### src/rtl/dm_sba_master_pkg.sv
// Shared types and constants for the system bus access master.
// State encoding, error codes and sbaccess size codes.
package dm_sba_master_pkg;

  typedef enum logic [1:0] {
    IDLE,
    REQ,
    WAIT,
    DONE
  } sba_state_e;

  localparam logic [2:0] SBErrNone    = 3'd0;
  localparam logic [2:0] SBErrTimeout = 3'd1;
  localparam logic [2:0] SBErrBadAddr = 3'd2;
  localparam logic [2:0] SBErrAlign   = 3'd3;
  localparam logic [2:0] SBErrSize    = 3'd4;

  localparam logic [2:0] SBAccess8  = 3'd0;
  localparam logic [2:0] SBAccess16 = 3'd1;
  localparam logic [2:0] SBAccess32 = 3'd2;

  function automatic logic sba_misaligned(input logic [2:0] access, input logic [1:0] addr_lo);
    logic res;
    res = 1'b0;
    if (access == SBAccess16) res = addr_lo[0];
    if (access == SBAccess32) res = |addr_lo;
    return res;
  endfunction

endpackage

### src/rtl/dm_sba_master_if.sv
// System bus port of the SBA master: req/gnt request phase, r_valid response phase.
interface dm_sba_master_if #(
  parameter int BusWidth = 32
) ();

  logic                req;
  logic [BusWidth-1:0] add;
  logic                we;
  logic [31:0]         wdata;
  logic [3:0]          be;
  logic                gnt;
  logic                r_valid;
  logic                r_err;
  logic [31:0]         r_rdata;

  modport master (
    output req, add, we, wdata, be,
    input  gnt, r_valid, r_err, r_rdata
  );

  modport slave (
    input  req, add, we, wdata, be,
    output gnt, r_valid, r_err, r_rdata
  );

endinterface

### src/rtl/dm_sba_lane_align.sv
// Byte-lane steering: write-side byte enables and replicated data, read-side
// lane extraction with zero extension.
module dm_sba_lane_align
  import dm_sba_master_pkg::*;
(
  input  logic [2:0]  wr_access,
  input  logic [1:0]  wr_offset,
  input  logic [31:0] wdata_in,
  input  logic [2:0]  rd_access,
  input  logic [1:0]  rd_offset,
  input  logic [31:0] rdata_in,
  output logic [3:0]  be,
  output logic [31:0] wdata,
  output logic [31:0] rdata
);

  logic [3:0]  be_base;
  logic [31:0] rdata_shifted;

  always_comb begin
    be_base = 4'b0000;
    case (wr_access)
      SBAccess8:  be_base = 4'b0001;
      SBAccess16: be_base = 4'b0011;
      SBAccess32: be_base = 4'b1111;
      default:    be_base = 4'b0000;
    endcase
  end

  assign be = be_base << wr_offset;

  // Each lane takes the byte of the access-sized value that lands on it.
  for (genvar gi = 0; gi < 4; gi++) begin : g_lane
    assign wdata[8*gi +: 8] = (wr_access == SBAccess8)  ? wdata_in[7:0] :
                              (wr_access == SBAccess16) ? wdata_in[8*(gi%2) +: 8] :
                                                          wdata_in[8*gi +: 8];
  end

  assign rdata_shifted = rdata_in >> {rd_offset, 3'b000};

  always_comb begin
    rdata = rdata_shifted;
    case (rd_access)
      SBAccess8:  rdata = {24'h0, rdata_shifted[7:0]};
      SBAccess16: rdata = {16'h0, rdata_shifted[15:0]};
      default:    rdata = rdata_shifted;
    endcase
  end

endmodule

### src/rtl/dm_sba_master.sv
// SBA master FSM: turns register-file trigger pulses into single bus transactions.
// Optional macro SBA_TIMEOUT_EN adds a grant/response timeout counter.
module dm_sba_master
  import dm_sba_master_pkg::*;
#(
  parameter int BusWidth      = 32,
  parameter int TimeoutCycles = 256
) (
  input  logic        clk_i,
  input  logic        rst_ni,
  input  logic [31:0] sbaddress_i,
  input  logic [31:0] sbdata_i,
  input  logic [2:0]  sbaccess_i,
  input  logic        sbautoincrement_i,
  input  logic        sbreadonaddr_i,
  input  logic        sbreadondata_i,
  input  logic        sbaddress_write_valid_i,
  input  logic        sbdata_read_valid_i,
  input  logic        sbdata_write_valid_i,
  output logic [31:0] sbaddress_o,
  output logic [31:0] sbdata_o,
  output logic        sbdata_valid_o,
  output logic        sberror_valid_o,
  output logic [2:0]  sberror_o,
  output logic        sbbusy_o,
  dm_sba_master_if.master bus
);

  sba_state_e          state_reg;
  logic [31:0]         addr_reg;
  logic [2:0]          access_reg;
  logic                autoinc_reg;
  logic [31:0]         rdata_reg;
  logic                err_reg;
  logic                req_reg;
  logic [BusWidth-1:0] add_reg;
  logic                we_reg;
  logic [31:0]         wdata_reg;
  logic [3:0]          be_reg;
  logic [31:0]         sbdata_reg;
  logic                sbdata_valid_reg;
  logic                sberror_valid_reg;
  logic [2:0]          sberror_reg;
  logic                busy_reg;

  logic                trig_dw, trig_aw, trig_dr, trig_any;
  logic [31:0]         eff_addr;
  logic [3:0]          be_next;
  logic [31:0]         wdata_next;
  logic [31:0]         rdata_lane;

  assign trig_dw  = sbdata_write_valid_i;
  assign trig_aw  = sbaddress_write_valid_i & sbreadonaddr_i;
  assign trig_dr  = sbdata_read_valid_i & sbreadondata_i;
  assign trig_any = trig_dw | trig_aw | trig_dr;
  // A same-cycle address write takes effect for the triggered access.
  assign eff_addr = sbaddress_write_valid_i ? sbaddress_i : addr_reg;

  dm_sba_lane_align u_lane_align (
    .wr_access (sbaccess_i),
    .wr_offset (eff_addr[1:0]),
    .wdata_in  (sbdata_i),
    .rd_access (access_reg),
    .rd_offset (addr_reg[1:0]),
    .rdata_in  (rdata_reg),
    .be        (be_next),
    .wdata     (wdata_next),
    .rdata     (rdata_lane)
  );

`ifdef SBA_TIMEOUT_EN
  localparam int CntW = $clog2(TimeoutCycles + 1);
  logic [CntW-1:0] cnt_reg;
`else
  logic unused_timeout_cfg;
  assign unused_timeout_cfg = ^32'(TimeoutCycles);
`endif

  always_ff @(posedge clk_i or negedge rst_ni) begin
    if (!rst_ni) begin
      state_reg         <= IDLE;
      addr_reg          <= '0;
      access_reg        <= '0;
      autoinc_reg       <= 1'b0;
      rdata_reg         <= '0;
      err_reg           <= 1'b0;
      req_reg           <= 1'b0;
      add_reg           <= '0;
      we_reg            <= 1'b0;
      wdata_reg         <= '0;
      be_reg            <= '0;
      sbdata_reg        <= '0;
      sbdata_valid_reg  <= 1'b0;
      sberror_valid_reg <= 1'b0;
      sberror_reg       <= SBErrNone;
      busy_reg          <= 1'b0;
`ifdef SBA_TIMEOUT_EN
      cnt_reg           <= '0;
`endif
    end else begin
      sbdata_valid_reg  <= 1'b0;
      sberror_valid_reg <= 1'b0;
      case (state_reg)
        IDLE: begin
          if (sbaddress_write_valid_i) addr_reg <= sbaddress_i;
          if (trig_any) begin
            if (sbaccess_i > SBAccess32) begin
              sberror_valid_reg <= 1'b1;
              sberror_reg       <= SBErrSize;
            end else if (sba_misaligned(sbaccess_i, eff_addr[1:0])) begin
              sberror_valid_reg <= 1'b1;
              sberror_reg       <= SBErrAlign;
            end else begin
              state_reg   <= REQ;
              req_reg     <= 1'b1;
              busy_reg    <= 1'b1;
              add_reg     <= BusWidth'({eff_addr[31:2], 2'b00});
              we_reg      <= trig_dw;
              wdata_reg   <= wdata_next;
              be_reg      <= be_next;
              access_reg  <= sbaccess_i;
              autoinc_reg <= sbautoincrement_i;
`ifdef SBA_TIMEOUT_EN
              cnt_reg     <= '0;
`endif
            end
          end
        end
        REQ: begin
          if (bus.gnt) begin
            req_reg   <= 1'b0;
            state_reg <= WAIT;
          end
        end
        WAIT: begin
          if (bus.r_valid) begin
            rdata_reg <= bus.r_rdata;
            err_reg   <= bus.r_err;
            state_reg <= DONE;
          end
        end
        DONE: begin
          state_reg <= IDLE;
          busy_reg  <= 1'b0;
          if (err_reg) begin
            sberror_valid_reg <= 1'b1;
            sberror_reg       <= SBErrBadAddr;
          end else begin
            if (!we_reg) begin
              sbdata_reg       <= rdata_lane;
              sbdata_valid_reg <= 1'b1;
            end
            if (autoinc_reg) addr_reg <= addr_reg + (32'd1 << access_reg);
          end
        end
        default: state_reg <= IDLE;
      endcase
`ifdef SBA_TIMEOUT_EN
      // Overrides the REQ/WAIT progress above once the budget is spent.
      if (state_reg == REQ || state_reg == WAIT) begin
        if (cnt_reg == CntW'(TimeoutCycles - 1)) begin
          state_reg         <= IDLE;
          req_reg           <= 1'b0;
          busy_reg          <= 1'b0;
          sberror_valid_reg <= 1'b1;
          sberror_reg       <= SBErrTimeout;
        end else begin
          cnt_reg <= cnt_reg + 1'b1;
        end
      end
`endif
    end
  end

  assign sbaddress_o     = addr_reg;
  assign sbdata_o        = sbdata_reg;
  assign sbdata_valid_o  = sbdata_valid_reg;
  assign sberror_valid_o = sberror_valid_reg;
  assign sberror_o       = sberror_reg;
  assign sbbusy_o        = busy_reg;
  assign bus.req         = req_reg;
  assign bus.add         = add_reg;
  assign bus.we          = we_reg;
  assign bus.wdata       = wdata_reg;
  assign bus.be          = be_reg;

endmodule
### src/flat_wrapper.sv
// flat-port wrapper written by rule: the top's interface ports become plain ports
module dm_sba_master_flat import dm_sba_master_pkg::*;
#(
  parameter int BusWidth      = 32,
  parameter int TimeoutCycles = 256
)
  (clk_i, rst_ni, sbaddress_i, sbdata_i, sbaccess_i, sbautoincrement_i, sbreadonaddr_i, sbreadondata_i, sbaddress_write_valid_i, sbdata_read_valid_i, sbdata_write_valid_i, sbaddress_o, sbdata_o, sbdata_valid_o, sberror_valid_o, sberror_o, sbbusy_o, bus_req, bus_add, bus_we, bus_wdata, bus_be, bus_gnt, bus_r_valid, bus_r_err, bus_r_rdata);
  dm_sba_master_if #(.BusWidth(BusWidth)) bus_i ();
  input  logic clk_i;
  input  logic rst_ni;
  input  logic [31:0] sbaddress_i;
  input  logic [31:0] sbdata_i;
  input  logic [2:0] sbaccess_i;
  input  logic sbautoincrement_i;
  input  logic sbreadonaddr_i;
  input  logic sbreadondata_i;
  input  logic sbaddress_write_valid_i;
  input  logic sbdata_read_valid_i;
  input  logic sbdata_write_valid_i;
  output logic [31:0] sbaddress_o;
  output logic [31:0] sbdata_o;
  output logic sbdata_valid_o;
  output logic sberror_valid_o;
  output logic [2:0] sberror_o;
  output logic sbbusy_o;
  output wire logic [$bits(bus_i.req)-1:0] bus_req;
  output wire logic [$bits(bus_i.add)-1:0] bus_add;
  output wire logic [$bits(bus_i.we)-1:0] bus_we;
  output wire logic [$bits(bus_i.wdata)-1:0] bus_wdata;
  output wire logic [$bits(bus_i.be)-1:0] bus_be;
  input wire logic [$bits(bus_i.gnt)-1:0] bus_gnt;
  input wire logic [$bits(bus_i.r_valid)-1:0] bus_r_valid;
  input wire logic [$bits(bus_i.r_err)-1:0] bus_r_err;
  input wire logic [$bits(bus_i.r_rdata)-1:0] bus_r_rdata;
  assign bus_req = bus_i.req;
  assign bus_add = bus_i.add;
  assign bus_we = bus_i.we;
  assign bus_wdata = bus_i.wdata;
  assign bus_be = bus_i.be;
  assign bus_i.gnt = bus_gnt;
  assign bus_i.r_valid = bus_r_valid;
  assign bus_i.r_err = bus_r_err;
  assign bus_i.r_rdata = bus_r_rdata;
  dm_sba_master #(.BusWidth(BusWidth), .TimeoutCycles(TimeoutCycles)) u_core (.clk_i(clk_i), .rst_ni(rst_ni), .sbaddress_i(sbaddress_i), .sbdata_i(sbdata_i), .sbaccess_i(sbaccess_i), .sbautoincrement_i(sbautoincrement_i), .sbreadonaddr_i(sbreadonaddr_i), .sbreadondata_i(sbreadondata_i), .sbaddress_write_valid_i(sbaddress_write_valid_i), .sbdata_read_valid_i(sbdata_read_valid_i), .sbdata_write_valid_i(sbdata_write_valid_i), .sbaddress_o(sbaddress_o), .sbdata_o(sbdata_o), .sbdata_valid_o(sbdata_valid_o), .sberror_valid_o(sberror_valid_o), .sberror_o(sberror_o), .sbbusy_o(sbbusy_o), .bus(bus_i));
endmodule
### config.mk
export PLATFORM = sky130hd
export DESIGN_NAME = dm_sba_master_flat
export DESIGN_NICKNAME = d
export VERILOG_FILES = /design/src/rtl/dm_sba_master_pkg.sv /design/src/rtl/dm_sba_master_if.sv /design/src/rtl/dm_sba_lane_align.sv /design/src/rtl/dm_sba_master.sv /design/src/flat_wrapper.sv
export SDC_FILE = /design/constraint.sdc
export NUM_CORES = 1
export LEC_CHECK = 0
export CAP_MARGIN = 20
export CORE_MARGIN = 5
export CORE_UTILIZATION = 40
export CTS_BUF_LIST = sky130_fd_sc_hd__clkbuf_16
export DETAILED_ROUTE_END_ITERATION = 8
export GPL_ROUTABILITY_DRIVEN = 0
export GPL_TIMING_DRIVEN = 0
export PLACE_DENSITY_LB_ADDON = 0.08
export SYNTH_ARGS = -nofsm -noshare
export SYNTH_HDL_FRONTEND = slang
export SYNTH_SLANG_ARGS = --single-unit
### constraint.sdc
create_clock -name clk_i -period 3.9 [get_ports clk_i]
set_input_delay 0.975 -clock clk_i [delete_from_list [all_inputs] [get_ports clk_i]]
set_output_delay 0.975 -clock clk_i [all_outputs]
set_load 0.01 [all_outputs]
==> reports/metrics.yaml, run 1 <==
status:
  outcome: "finished clean"
pwr:
  net-switching-power_w: 0.004115
  switching_share_pct: 40.86
  combPwrFrac_pct: 48.9
  p_leak_nw: 5.361
  sequentialPowerShare_pct: 33.8
  p_int_w: 0.005958
  p_clk_share_pct: 17.3
  p_per_area_nw_per_um2: 811.6
  total_power_w: 0.01007
  ir_worst_vdd_mv: 0.3935
logic_synthesis:
  ys.flop_type: "dfrtp_1"
  synth.top_cell.area_share_pct: 49.51
  ys_warn_count: 0
  synth-edff-count: 0
  synth.largest_area_cell: "dfrtp_1"
  syn_avg_cell_area_um2: 9.962
  ys_seq_area_share_pct: 49.51
  ys_ff_latch: 177
  synthCells: 898
  syn_area_um2: 8946
  synth_cell_types: 64
  synthTopCellsByArea: "dfrtp_1 (50%), mux2i_1 (9.2%), nand2_1 (6.5%)"
  ys_async_sr_fraction_pct: 100.0
setup_path:
  worstSetupEndpointType: "register"
  critical_path_required_ns: 4.20
  crit_family: "buffers and inverters"
  arrival_ns: 3.74
  timing.critical_path.buf_inv: 4
  critical_path_class: "in2reg"
  path_cells: "clkdlybuf4s50_1 > buf_2 > mux2_4 > a221oi_4 > nand3_2 > clkbuf_1 > buf_2 > nand2_1 > o21ai_0"
  slowest_stage: "clkdlybuf4s50_1"
  crit_top_cell: "buf_2"
  critPathMaxFanout: 10
  max_stage_delay_ns: 0.54
  cp-start-kind: "input port"
sta:
  slew_viol_final: 0
  fin_skew_ns: 0.01193
  layout_worst_path_cycle_share_pct: 88.09
  timing.fmax_mhz: 291.1
  slew_headroom_pct: 37.26
  min_period_ns: 3.435
  worstMarginPinSlew_ns: 0.9377
  final_hold_viol_count: 0
  finalSetupViolCount: 0
  rsz0062_at_grt: "no"
placement:
  dp_hpwl_mm: 21.68
  dpl_cell_area_um2: 11800
  port_buffers: 246
global_routing:
  grt_max_degree: 99
  grt_pass1_vias: 8121
  grt_usage_pct: 22.50
  grt_pass1_wl_mm: 45.93
  gr-total-overflow: 0
  grt_antenna_before_repair: 1
finish:
  synthToLayoutAreaGrowth_pct: 38.73
  final.fill_count: 1979
  mostFrequentLayoutCells: "clkdlybuf4s50_1 (245), dfrtp_1 (177), nand2_1 (156)"
  diodes: 0
  stdcell_area_um2: 12410
  final_common_cell: "clkdlybuf4s50_1"
  drive_gt1_share_pct: 7.385
  nets: 1289
drt:
  wl_met1_mm: 12.53
  drtIter0Drc: 395
  via_per_inst: 5.392
  vias: 7861
  first_pass_iters: 5
  dr_wl_met3_mm: 1.699
  wl_met2_mm: 14.23
  finalWirelength_mm: 29.15
  final_antenna_net_count: 0
  wl_per_cell_um: 20.00
  top_layer_used: "met5"
  route.detailed.drc: 0
clock_network:
  cts_htree_levels: 4
  clk_path_buf_depth: 2
  insertion_delay_ns: 0.43
  cts_hold_buf: 0
  ctsRootBufferMaster: "clkbuf_16"
  clkSinkCount: 177
  path_clk_slew_ns: 0.08
  cts_resized: 0
  cts_setup_buffers: 0
  numCtsBuffers: 17
  cts_tree: "yes"
floorplan:
  core-area_um2: 21890
  dieArea_um2: 25460
  row_count: 54
  die_h_um: 159.6
  die_w_um: 159.6
  initial_utilization_pct: 40.87
  io_pins: 250
run:
  drv_cap: 0
min_path:
  hold_path_class: "reg2reg"
[routing by layer]
layer  vias up  global-route usage [%]
met2       265                   37.79
met1      3794                   28.80
met3        40                   5.359
li1       3760                       -
met5         -                       0
met4         2                   6.979
[synthesized netlist by cell type (all sizes together) (11+ instances only)]
master,n
clkbuf,47
a211oi,12
a32oi,12
ha,13
nand2,157
nor2,36
a21oi,17
a22o,17
mux2,35
nand3,30
and2,11
inv,15
buf,16
o21ai,96
mux2i,83
dfrtp,177
[cell families (layout without fill, tap and decap cells)]
kind of cell	Yosys count	after routing	share of synthesized area, %
fa+ha+maj	14	14	2.042
other cells	1	2	0.04192
flops	177	177	49.51
simple gates	288	288	14.66
xor+xnor	6	6	0.5874
compound gates	216	216	15.83
buf+inv	78	357	3.454
mux	118	118	13.87
[layout make-up]
class / instances / area (um2) / area share (%)
clock inverter: 15 / 185.2 / 1.492
sequential: 177 / 4429 / 35.69
multi-input combinational: 644 / 4217 / 33.98
tap: 280 / 350.3 / 2.823
buffer: 63 / 252.7 / 2.036
timing repair buffer: 247 / 2495 / 20.10
clock buffer: 17 / 425.4 / 3.428
inverter: 15 / 56.30 / 0.4537
[per-stage QoR]
stage	std cells	util, %	setup TNS, ns	worst slack (ns)	hold WS (ns)
after floorplan	899	-	0	1.168	0.4467
after global placement	1425	53.73	-1049.74	-5.953	0.4518
after detailed placement	1426	53.90	-0.1581	-0.02443	0.4599
after CTS	1458	56.69	0	0.4449	0.4771
after global routing	1458	56.69	0	0.3057	0.5009
final	1458	56.69	0	0.4646	0.4750
[worst register-to-register path, cell delays in order (launching register included)]
cell	delay, ns
dfrtp_1	0.36
clkbuf_1	0.22
nor3_1	0.36
ha_1	0.26
inv_1	0.06
fa_1	0.40
nor2b_1	0.17
o2111ai_1	0.16
nand3_1	0.18
clkbuf_1	0.35
nor4b_1	0.37
mux2i_1	0.22
nor2_1	0.06
[worst paths after layout]
| path | slack, ns | end | start | cells past startpoint |
|---|---|---|---|---|
| max | 0.46 | u_core.bus.wdata[21] | sbaddress_write_valid_i | 9 |
| min | 0.47 | u_core.bus.be[1] | u_core.bus.be[1] | 2 |
| max reg2reg | 0.60 | u_core.sbaddress_o[26] | u_core.access_reg[1] | 12 |
| min reg2reg | 0.47 | u_core.bus.be[1] | u_core.bus.be[1] | 2 |
| max in group asynchronous | 2.48 | u_core.err_reg | rst_ni | 2 |
| min in group asynchronous | 0.50 | u_core.bus.wdata[19] | rst_ni | 1 |
[power by group through the flow]
| stage | logic (W) | clock network (W) | registers, W |
|---|---|---|---|
| floorplan | 0.00234 | 0 | 0.00357 |
| global placement | 0.00489 | 0 | 0.00341 |
| detailed placement | 0.00497 | 0 | 0.00343 |
| CTS | 0.00498 | 0.00177 | 0.00341 |
| global route | 0.00539 | 0.00185 | 0.00354 |
| finish | 0.00493 | 0.00174 | 0.00341 |
(Power assumes the default switching activity.)
==> run 2, diff against run 1 <==
Settings changed: CORE_UTILIZATION 40 to 49.
==> run 2 against run 1 <==
- clock skew is 0.0041 ns lower
- cell area is 0.87% lower
- core utilization is 12 points higher
- global-route usage is 3.6 points higher
- non-clock buffer count is 1 higher
- power is 0.75% lower
- setup slack worse by 0.076 ns
- highest routed layer is now met4
- fmax is 2.2% lower
- die area is 17% lower
- count of clock-buffer cells in the layout stayed put
==> reports/metrics.yaml, run 2 (synthesis results as in run 1) <==
status:
  outcome: "finished clean"
setup_path:
  arrival_ns: 3.81
  max_stage_delay_ns: 0.56
  cp.depth: 9
  slowest_stage: "clkdlybuf4s50_1"
  ff2ff_path_depth: 12
  critical_path_class: "in2reg"
  crit_family: "buffers and inverters"
  cp-start-kind: "input port"
  critPathMaxFanout: 10
  timing.critical_path.buf_inv: 4
  path_cells: "clkdlybuf4s50_1 > buf_2 > mux2_4 > a221oi_4 > nand3_2 > clkbuf_1 > buf_2 > nand2_1 > o21ai_0"
  critical_path_required_ns: 4.20
  worstSetupEndpointType: "register"
  crit_top_cell: "buf_2"
clock_network:
  cts_hold_buf: 0
  numCtsBuffers: 17
  cts_tree: "yes"
  cts_resized: 0
  cts_htree_levels: 4
  clkSinkCount: 177
  cts_setup_buffers: 0
  ctsRootBufferMaster: "clkbuf_16"
  insertion_delay_ns: 0.44
  path_clk_slew_ns: 0.07
  clk_path_buf_depth: 2
sta:
  layout_worst_path_cycle_share_pct: 90.02
  final_hold_viol_count: 0
  rsz0062_at_grt: "no"
  worstMarginPinSlew_ns: 0.8631
  fin_skew_ns: 0.007800
  finalSetupViolCount: 0
  slew_headroom_pct: 42.25
  slew_viol_final: 0
  whs_ns: 0.4476
  timing.fmax_mhz: 284.8
  min_period_ns: 3.511
pwr:
  sequentialPowerShare_pct: 34.2
  switching_share_pct: 40.23
  combPwrFrac_pct: 49.1
  net-switching-power_w: 0.004022
  p_per_area_nw_per_um2: 812.6
  p_leak_nw: 5.345
  p_clk_share_pct: 16.7
  p_int_w: 0.005976
  ir_worst_vdd_mv: 0.5092
global_routing:
  grt_pass1_vias: 8279
  grt_max_degree: 121
  gr-total-overflow: 0
  grt_usage_pct: 26.12
  grt_antenna_before_repair: 0
  grt_pass1_wl_mm: 44.84
floorplan:
  die_h_um: 145.1
  row_count: 49
  dieArea_um2: 21060
  core-area_um2: 17960
  die_w_um: 145.1
  initial_utilization_pct: 49.80
  io_pins: 250
finish:
  synthToLayoutAreaGrowth_pct: 37.52
  mostFrequentLayoutCells: "clkdlybuf4s50_1 (245), dfrtp_1 (177), nand2_1 (156)"
  drive_gt1_share_pct: 7.294
  final_util_pct: 68.49
  diodes: 0
  final_common_cell: "clkdlybuf4s50_1"
  final.fill_count: 1459
  nets: 1290
min_path:
  hold_path_class: "in2async"
drt:
  finalWirelength_mm: 27.94
  vias: 8069
  wl_met2_mm: 13.88
  dr_wl_met3_mm: 2.067
  final_antenna_net_count: 0
  top_layer_used: "met4"
  first_pass_iters: 6
  via_per_inst: 5.731
  drtIter0Drc: 545
  wl_met1_mm: 11.39
  wl_per_cell_um: 19.84
  route.detailed.drc: 0
run:
  drv_cap: 0
placement:
  port_buffers: 246
  dp_hpwl_mm: 20.81
[run 2: stage by stage]
stage | area, um2 | TNS (ns) | power (W) | worst slack (ns) | std cells
after floorplan | 8950 | 0 | 0.005906 | 1.168 | 899
after global placement | 11700 | -989.09 | 0.008217 | -5.609 | 1374
after detailed placement | 11740 | -0.06867 | 0.008327 | -0.02894 | 1376
after CTS | 12300 | 0 | 0.01001 | 0.4184 | 1408
after global routing | 12300 | 0 | 0.01064 | 0.2166 | 1408
final | 12300 | 0 | 0.009997 | 0.3890 | 1408
[run 2: worst paths after layout]
kind	startpoint	end	slack, ns
max in group asynchronous	rst_ni	u_core.rdata_reg[21]	2.51
worst min register to register	u_core.bus.wdata[6]	u_core.bus.wdata[6]	0.48
worst max register to register	u_core.access_reg[1]	u_core.sbaddress_o[26]	0.49
worst max-delay path	sbaddress_write_valid_i	u_core.bus.wdata[22]	0.39
min in group clk_i	u_core.bus.wdata[6]	u_core.bus.wdata[6]	0.48
worst min-delay path	rst_ni	u_core.bus.add[26]	0.45
[run 2: final cells by class]
| type | count | area, um2 | area share [%] |
|---|---|---|---|
| Sequential cell | 177 | 4429 | 36.00 |
| Multi-Input combinational cell | 644 | 4212 | 34.23 |
| Timing Repair Buffer | 248 | 2502 | 20.34 |
| Clock buffer | 17 | 425.4 | 3.458 |
| Tap cell | 229 | 286.5 | 2.329 |
| Buffer | 63 | 252.7 | 2.054 |
| Clock inverter | 15 | 138.9 | 1.129 |
| Inverter | 15 | 56.30 | 0.4576 |
[run 2: metal layers]
metal / vias to the layer above / GRT usage [%]
met3: 42 / 5.987
met4: 0 / 7.882
li1: 3757 / -
met2: 336 / 44.26
met5: - / 0
met1: 3934 / 33.54
[run 2: power groups by stage]
stage	Clock, W	Combinational, W	Sequential, W
3_5_place_dp	0	0.00490	0.00343
6_report	0.00167	0.00491	0.00342
4_1_cts	0.00168	0.00492	0.00341
2_1_floorplan	0	0.00234	0.00357
3_3_place_gp	0	0.00481	0.00341
5_1_grt	0.00176	0.00534	0.00354
==> run 3, diff against run 2 <==
Settings changed: CORE_UTILIZATION 49 to 52.
Clock period 3.9 ns to 4.3 ns, I/O delays scaled along.
==> run 3 against run 2 <==
- die area shrank 5.4%
- worst hold slack gained 0.024 ns
- cell area down 0.31%
- register-to-register slack better by 0.51 ns
- cell count decreased by 0.36%
- non-clock buffer count down 1
- sequential power shrank 9.4%
- setup slack better by 0.23 ns
- power decreased by 9.4%
- count of clock-buffer cells in the layout stayed put
- highest routed layer is now met5
==> reports/metrics.yaml, run 3 (synthesis results as in run 1) <==
status:
  outcome: "finished clean"
pwr:
  combPwrFrac_pct: 49.7
  sequentialPowerShare_pct: 34.2
  ir_worst_vdd_mv: 0.3794
  p_per_area_nw_per_um2: 738.4
  p_clk_share_pct: 16.1
  switching_share_pct: 40.38
  p_int_w: 0.005399
  net-switching-power_w: 0.003657
  p_leak_nw: 5.330
sta:
  finalSetupViolCount: 0
  timing.fmax_mhz: 271.7
  slew_headroom_pct: 37.22
  final_hold_viol_count: 0
  layout_worst_path_cycle_share_pct: 85.59
  fin_skew_ns: 0.008989
  final.setup.tns_ns: 0
  rsz0062_at_grt: "no"
  worstMarginPinSlew_ns: 0.9382
  slew_viol_final: 0
  min_period_ns: 3.680
setup_path:
  critical_path_required_ns: 4.60
  r2r_slack_ns: 1.00
  worstSetupEndpointType: "register"
  arrival_ns: 3.98
  cp-start-kind: "input port"
  critPathMaxFanout: 10
  critical_path_class: "in2reg"
drt:
  finalWirelength_mm: 28.50
  wl_per_cell_um: 20.32
  via_per_inst: 5.830
  drtIter0Drc: 671
  vias: 8180
  first_pass_iters: 7
  route.detailed.drc: 0
  final_antenna_net_count: 0
finish:
  diodes: 0
  synthToLayoutAreaGrowth_pct: 37.09
  nets: 1289
  final_common_cell: "clkdlybuf4s50_1"
  final_cells: 1403
  mostFrequentLayoutCells: "clkdlybuf4s50_1 (245), dfrtp_1 (177), nand2_1 (156)"
  drive_gt1_share_pct: 6.791
global_routing:
  grt_pass1_vias: 8095
  grt_pass1_wl_mm: 44.75
  grt_max_degree: 108
  met2_usage_pct: 45.45
  grt_antenna_before_repair: 1
  met3_usage_pct: 6.377
  gr-total-overflow: 0
  grt_usage_pct: 28.58
  grt_busiest_layer: "met2"
  use_met1_pct: 38.97
floorplan:
  die_h_um: 141.2
  die_w_um: 141.2
  initial_utilization_pct: 52.27
  dieArea_um2: 19930
  row_count: 48
  io_pins: 250
  core-area_um2: 17120
clock_network:
  cts_tree: "yes"
  ctsRootBufferMaster: "clkbuf_16"
  cts_setup_buffers: 0
  insertion_delay_ns: 0.44
  clk_path_buf_depth: 2
  cts_hold_buf: 0
  cts_htree_levels: 4
  clkSinkCount: 177
  numCtsBuffers: 17
  path_clk_slew_ns: 0.06
  cts_resized: 0
placement:
  dpl.cell_count: 1371
  port_buffers: 246
  dp_hpwl_mm: 20.65
run:
  drv_cap: 0
min_path:
  hold_path_class: "reg2reg"
-- run 3: changes by cell type in the layout (fill, tap and decap cells not counted) --
cell	before	now
buf_4	3	2
clkinv_2	2	1
clkinvlp_4	3	5
nor3_1	6	5
clkinv_4	5	1
inv_8	1	0
inv_6	2	0
clkinv_1	0	2
nor3_2	0	1
inv_1	16	20
-- run 3: path summary, 6_finish.rpt --
kind,depth (start not counted),end,startpoint
min reg2reg,2,u_core.bus.be[1],u_core.bus.be[1]
min,2,u_core.bus.be[1],u_core.bus.be[1]
min in group asynchronous,1,u_core.bus.add[17],rst_ni
max in group asynchronous,2,u_core.rdata_reg[18],rst_ni
max,9,u_core.bus.wdata[24],sbaddress_write_valid_i
max reg2reg,12,u_core.sbaddress_o[26],u_core.access_reg[1]
-- run 3: cell type report --
class,instances,area [um2]
clock inverter,15,107.6
tap,225,281.5
timing repair buffer,247,2495
buffer,63,252.7
inverter,15,56.30
fill,1334,4852
sequential,177,4429
clock buffer,17,425.4
multi-input combinational,644,4217
-- run 3: metrics by stage --
step	total power (W)	hold slack, ns	instance area (um2)	setup WS (ns)	utilization (%)
2_1_floorplan	0.005356	0.4467	8950	1.534	-
3_3_place_gp	0.007435	0.4527	11690	-5.226	68.32
3_5_place_dp	0.007569	0.4595	11730	0.2069	68.54
4_1_cts	0.009033	0.4739	12260	0.6469	71.65
5_1_grt	0.009609	0.4961	12260	0.4534	71.65
6_report	0.009056	0.4714	12260	0.6197	71.65
-- run 3: per-layer routing --
| metal | part of all wire (%) | vias up |
|---|---|---|
| met4 | 2.3 | 2 |
| met1 | 42 | 3994 |
| li1 | - | 3771 |
| met3 | 8.7 | 50 |
| met5 | 0.039 | - |
| met2 | 47 | 363 |
-- run 3: critical path, cell delays in order --
cell	delay, ns
clkdlybuf4s50_1	0.56
buf_2	0.32
mux2_4	0.37
a221oi_4	0.43
nand3_2	0.38
clkbuf_1	0.36
buf_2	0.28
nand2_1	0.08
o21ai_0	0.09
-- run 3: power groups by stage --
stage,Clock (W),Combinational (W),Sequential [W]
2_1_floorplan,0,0.00212,0.00324
3_5_place_dp,0,0.00446,0.00311
5_1_grt,0.00153,0.00487,0.00321
6_report,0.00146,0.00450,0.00310
4_1_cts,0.00145,0.00449,0.00309
3_3_place_gp,0,0.00435,0.00308
